===== src/rtl/alu_pkg.sv =====
// Shared definitions for the arithmetic blocks: controller state encoding.
package alu_pkg;

   typedef enum logic [1:0] {
      IDLE = 2'd0,
      RUN  = 2'd1,
      DONE = 2'd2
   } state_t;

endpackage


===== src/rtl/adder_full.sv =====
// W-bit ripple adder with carry-in; used by the divider for the trial subtraction.
module adder_full #(
   parameter int unsigned W = 5
) (
   input  logic [W-1:0] A,
   input  logic [W-1:0] B,
   input  logic         C_IN,
   output logic [W-1:0] S
);

   // Sum wraps at W bits; the caller reads the top bit as the sign.
   always_comb begin
      S = A + B + W'(C_IN);
   end

endmodule


===== src/rtl/divider_restoring.sv =====
// Unsigned restoring divider: one quotient bit per cycle, MSB first.
// Divide by zero short-cuts to DONE with Q = all ones, R = A.
module divider_restoring #(
   parameter int unsigned N = 4
) (
   input  logic         clk,
   input  logic         rst,
   input  logic         start,
   input  logic [N-1:0] A,
   input  logic [N-1:0] B,
   output logic [N-1:0] Q,
   output logic [N-1:0] R,
   output logic         busy,
   output logic         done,
   output logic         DIV_ZERO
);

   import alu_pkg::*;

   localparam int unsigned CW = $clog2(N + 1);

   state_t        state;
   state_t        state_next;
   logic [CW-1:0] count;
   logic [N-1:0]  rem;       // partial remainder
   logic [N-1:0]  dvd;       // dividend bits shift out, quotient bits shift in
   logic [N-1:0]  dvs;       // captured divisor
   logic [N:0]    shifted;
   logic [N:0]    trial;
   logic          q_bit;
   logic [N-1:0]  rem_next;
   logic          last_step;

   // Trial subtraction: shifted - dvs as shifted + ~dvs + 1 at N+1 bits.
   adder_full #(
      .W (N + 1)
   ) u_sub (
      .A    (shifted),
      .B    (~{1'b0, dvs}),
      .C_IN (1'b1),
      .S    (trial)
   );

   // One restoring step: bit N of the difference is the borrow.
   always_comb begin
      shifted   = {rem, dvd[N-1]};
      q_bit     = ~trial[N];
      rem_next  = q_bit ? trial[N-1:0] : shifted[N-1:0];
      last_step = (count == CW'(1));
   end

   // State register.
   always_ff @(posedge clk) begin
      if (rst) begin
         state <= IDLE;
      end else begin
         state <= state_next;
      end
   end

   // Next-state logic.
   always_comb begin
      state_next = state;
      case (state)
         IDLE: begin
            if (start) begin
               state_next = (B == '0) ? DONE : RUN;
            end
         end
         RUN: begin
            if (last_step) begin
               state_next = DONE;
            end
         end
         DONE:    state_next = IDLE;
         default: state_next = IDLE;
      endcase
   end

   // Datapath and result registers; results only change on entry to DONE.
   always_ff @(posedge clk) begin
      if (rst) begin
         count    <= '0;
         rem      <= '0;
         dvd      <= '0;
         dvs      <= '0;
         Q        <= '0;
         R        <= '0;
         DIV_ZERO <= 1'b0;
      end else begin
         case (state)
            IDLE: begin
               if (start) begin
                  if (B == '0) begin
                     Q        <= '1;
                     R        <= A;
                     DIV_ZERO <= 1'b1;
                  end else begin
                     dvd   <= A;
                     dvs   <= B;
                     rem   <= '0;
                     count <= CW'(N);
                  end
               end
            end
            RUN: begin
               rem   <= rem_next;
               dvd   <= {dvd[N-2:0], q_bit};
               count <= count - CW'(1);
               if (last_step) begin
                  Q        <= {dvd[N-2:0], q_bit};
                  R        <= rem_next;
                  DIV_ZERO <= 1'b0;
               end
            end
            default: ;
         endcase
      end
   end

   // Status outputs decoded from state.
   always_comb begin
      busy = (state != IDLE);
      done = (state == DONE);
   end

endmodule

===== config.mk =====
export PLATFORM = sky130hd
export DESIGN_NAME = divider_restoring
export DESIGN_NICKNAME = d
export VERILOG_FILES = /design/src/rtl/alu_pkg.sv /design/src/rtl/adder_full.sv /design/src/rtl/divider_restoring.sv
export SDC_FILE = /design/constraint.sdc
export NUM_CORES = 1
export LEC_CHECK = 0
export CORE_MARGIN = 2
export CORE_UTILIZATION = 52
export DETAILED_ROUTE_END_ITERATION = 8
export PLACE_DENSITY = 0.78
export SYNTH_ARGS = -nofsm -noshare
export SYNTH_HDL_FRONTEND = slang
export SYNTH_SLANG_ARGS = --single-unit

===== constraint.sdc =====
create_clock -name clk -period 3 [get_ports clk]
set_input_delay 0.6 -clock clk [delete_from_list [all_inputs] [get_ports clk]]
set_output_delay 0.6 -clock clk [all_outputs]
set_load 0.01 [all_outputs]

-- Word level (Yosys, flattened, before mapping)
Cells that the tools add are included.
W data, S select, Z words.
- input port bits: 11
- logic and storage cells: 55
- register bits: 26
- output and inout bits: 11
- add/sub/neg operators: 3
- equality and inequality tests: 7
- reductions and logical operators: 8
- muxes and demuxes: 26
- bitwise gates (word level): 3
- operators by type and width (kind ; count):
    $mux W4 ; 11
    $pmux W4 S2 ; 4
    $ne A2 B2 Y1 const B ; 4
    $mux W2 ; 3
    $mux W3 ; 2
    $pmux W3 S2 ; 1
    $reduce_and A3 Y1 ; 2
    $add A5 B1 Y5 const B ; 1
    $add A5 B5 Y5 ; 1
    $not A4 Y5 ; 1
    $logic_not A4 Y1 ; 1
    $pmux W2 S2 ; 1
    $reduce_and A4 Y1 ; 1
    $reduce_bool A2 Y1 ; 2
    $eq A3 B1 Y1 const B ; 1
    $mux W1 ; 3
    $sub A3 B1 Y3 const B ; 1
    $eq A2 B1 Y1 const B ; 1
    $eq A2 B2 Y1 const B ; 1
    $logic_not A2 Y1 ; 1
    $not A1 Y1 ; 2
    $pmux W1 S2 ; 1
    $reduce_and A2 Y1 ; 1

-- Longest topological paths before layout
- word-level depth: 6
- depth in mapped cells: 8
- depth with buffers taken out: 8

-- Modules after synthesis
From an unflattened synthesis, not the netlist that was laid out.
- cells, all modules: 161
- area total of the unflattened synthesis: 1465.2 µm²
- by module, submodules not included (module ; times used ; sequential area each (µm²) ; cells an instance ; area each (µm²)):
    divider_restoring ; 1 ; 520.5 ; 142 ; 1302.5
    adder_full ; 1 ; 0.0 ; 19 ; 162.7

-- Worst setup path before layout
OpenSTA, ideal clock, no wires.
- path type: reg2reg
- start: register dvd[3]
- end: register R[1]
- path buffers: 0
- required time: 2926 ps
- period minus slack after synthesis: 2120 ps
- slack: 880 ps
- arrival: 2046 ps
- cell stages (with the launch flop): 9
- library setup time: 74 ps
- path through: dfxtp_1 inv_1 ha_1 fa_1 nand2b_1 a21oi_1 xor2_2 mux2_2 o21ai_0
- longest elaborated chain between the ends: 5
- RTL lines (item ; line ; source):
    start, declared ; divider_restoring.sv:26 ; logic [N-1:0] dvd;
    start signal, assigned ; divider_restoring.sv:108 ; dvd <= {dvd[N-2:0], q_bit};
    $add A5 B5 Y5 ; adder_full.sv:13 ; S = A + B + W'(C_IN);
    $add A5 B1 Y5 ; adder_full.sv:13 ;
    $mux W4 ; divider_restoring.sv:48 ; rem_next = q_bit ? trial[N-1:0] : shifted[N-1:0];
    $mux W4 ; divider_restoring.sv:110 ; if (last_step) begin
    $pmux W4 S2 ; divider_restoring.sv:91 ; case (state)
    end signal, assigned ; divider_restoring.sv:112 ; R <= rem_next;
    end, declared ; divider_restoring.sv:12 ; output logic [N-1:0] R,
Every way passes these cells. The select of a mux whose other input is x is not followed.
A chain may end at the register's enable or synchronous reset.

-- Final worst setup path
Ends and elaborated chain as after synthesis.

==> results.json <==
{
  "status": "finished clean",
  "hold_violations": 0,
  "grt_pass1_vias": 1046,
  "cts_buffer_depth": 2,
  "yosysUniqueCellTypes": 38,
  "rsz0062_at_grt": "false",
  "ys_ff_latch": 26,
  "core_mm2": 0.002500,
  "timing.slew.headroom_pct": 56.47,
  "vias": 1101,
  "worst_pin_slew_ps": 652.9,
  "cts.sinks": 26,
  "hp-class": "flop to flop",
  "synth.net_count": 171,
  "arrival_ps": 2620,
  "die_w_um": 55.38,
  "syn_inst": 153,
  "critPathLaunchType": "flop",
  "core.rowCount": 18,
  "syn-cell-area_mm2": 0.001373,
  "fin_tns_setup_ps": 0,
  "die_h_um": 55.38,
  "antenna_found_initial": 0,
  "via_per_inst": 5.424,
  "max-vdd-ir-drop_uv": 373.6,
  "htreeDepth": 1,
  "crit_fanout": 7,
  "drive_above_1_share_pct": 12.14,
  "dpl_cell_area_mm2": 0.001590,
  "fillCellCount": 211,
  "yosys_warnings": 0,
  "path_clk_slew_ps": 140,
  "start_util_pct": 54.90,
  "fin_skew_ps": 4.325,
  "clock_latency_ps": 320,
  "globalRoute.totalOverflow": 0,
  "post_cts_buffers": 0,
  "gp_congestion": 0.8255,
  "required_ps": 3260,
  "crit_type": "flop to flop",
  "ioPinCount": 22,
  "insertedDiodeCount": 0,
  "grt_pass1_wl_um": 4443,
  "setup_viol": 0,
  "grt_usage_pct": 17.75,
  "p_leak_uw": 0.0006020,
  "cts_resized": 0,
  "grt_max_degree": 30,
  "hpwl_um": 1933,
  "post-route-cell-area_mm2": 0.001627,
  "endpoint_kind": "flop",
  "finish.utilization_pct": 65.07,
  "final_nets": 192,
  "clockRootBuffer": "clkbuf_4",
  "avgSynthCellArea_um2": 8.971,
  "die-area_mm2": 0.003066,
  "finalCriticalPeriod_ps": 2358,
  "max-cap-violations": 0,
  "p_per_area_mw_per_mm2": 468.7,
  "ant_nets": 0,
  "drc": 0,
  "drt_iter0_markers": 33,
  "dr.pass1.iters": 4,
  "yosysSeqAreaShare_pct": 37.92,
  "fin_hold_ws_ps": 494.5,
  "maxSlewViolCount": 0,
  "finalCritPeriodShare_pct": 78.60,
  "hold_buffers": 0,
  "cts_tree": "built",
  "routedWlPerCell_um": 12.72,
  "syn2layout_area_growth_pct": 18.51,
  "clock.fmax_ghz": 0.4241,
  "portBuffers": 21,
  "wl_um": 2582,
  "cts_buffers": 3
}
[per-stage QoR]
stage	power [uW]	instances	setup WS, ps
after floorplan	533.9	153	880.2
after global placement	585.5	199	624.2
after detailed placement	589.9	199	585.5
after CTS	767.9	203	626.5
after global routing	805.6	203	449.8
final	762.4	203	641.9
[report_power, final]
part	internal (uW)	switching (uW)
combinational	89.8	105
clock	74.3	104
sequential	371	18.2
total	535	227
[final cells by class]
class | instances | area [um^2] | area share [%]
inverter | 12 | 45.04 | 2.769
tap | 30 | 37.54 | 2.308
sequential | 26 | 520.5 | 32.00
clock buffer | 4 | 36.28 | 2.231
multi-input combinational | 109 | 769.5 | 47.31
timing repair buffer | 22 | 217.7 | 13.38
[flip-flops by register name (all words and copies together), names as in the netlist]
signal / cells
Q: 4
R: 4
dvs: 4
DIV_ZERO: 1
count: 3
dvd: 4
rem: 4
state: 2
[synthesized netlist by cell type (all sizes together)]
master	n	share of area [%]
nor3	3	2.2
o21bai	1	0.55
nand4b	1	0.64
nor2	30	8.6
dfxtp	26	38
o32ai	3	1.9
nand2b	7	3.2
o21ai	2	0.73
a21oi	8	4.0
a2bb2oi	1	0.64
and2	1	0.46
xor2	2	1.8
nor2b	5	2.3
fa	1	1.5
nand2	11	3.0
nor4	1	1.5
inv	12	3.3
a311oi	4	2.6
clkbuf	4	1.1
mux2i	6	4.4
or2	1	0.46
o41ai	1	1.2
o211ai	1	0.55
a31oi	2	0.91
buf	2	1.6
a211oi	2	1.8
mux2	2	1.6
xnor2	2	1.3
ha	6	5.5
or3	1	0.46
o221ai	1	0.64
nand3	2	1.1
o22a	1	0.64
[path summary, 6_finish.rpt]
check	endpoint	cells past startpoint	from	slack (ps)
setup / recovery	R[1]$_SDFFE_PP0P_	8	dvd[3]$_SDFFE_PP0P_	640
hold / removal	DIV_ZERO$_SDFFE_PP0P_	2	DIV_ZERO$_SDFFE_PP0P_	490
setup reg to reg	R[1]$_SDFFE_PP0P_	8	dvd[3]$_SDFFE_PP0P_	640
hold reg to reg	DIV_ZERO$_SDFFE_PP0P_	2	DIV_ZERO$_SDFFE_PP0P_	490
[routing by layer]
layer	up-vias	share of wire, %	GRT usage (%)
met2	21	47	30.61
met1	516	49	21.54
met5	-	0	0
met3	2	3.4	5.152
li1	562	-	-
met4	0	0.74	4.530
[layout by cell type (no fill, tap or decap), types with 2 or more instances in the layout]
cell / netlist / routed
xnor2_1: 2 / 2
nor2_1: 28 / 28
nor2_2: 2 / 2
a21oi_1: 6 / 6
nor3_2: 3 / 3
o32ai_1: 3 / 3
mux2i_1: 6 / 6
nor2b_1: 5 / 5
mux2_2: 2 / 2
ha_1: 6 / 6
o21ai_0: 2 / 2
nand2b_1: 7 / 7
nand2_1: 11 / 11
clkbuf_4: 0 / 3
a31oi_1: 2 / 2
a211oi_2: 2 / 2
a311oi_1: 4 / 4
inv_1: 12 / 12
dfxtp_1: 26 / 26
clkdlybuf4s50_1: 0 / 21
[critical path: stages, from the launching register on]
cell and delay, ps:
dfxtp_1 350, inv_1 60, ha_1 210, fa_1 400, nand2b_1 160, a21oi_1 210
xor2_2 350, mux2_2 400, o21ai_0 160
[kinds of logic after synthesis]
| group | after synthesis | synth area share (%) |
|---|---|---|
| AND/OR/NAND/NOR | 63 | 23.88 |
| AO/OA/AOI/OAI | 27 | 16.14 |
| flip-flops | 26 | 37.92 |
| buffers and inverters | 18 | 6.016 |
| multiplexers | 8 | 6.016 |
| adder cells (fa/ha/maj) | 7 | 6.928 |
| XOR/XNOR | 4 | 3.100 |
Power figures use the tool's default switching activity.
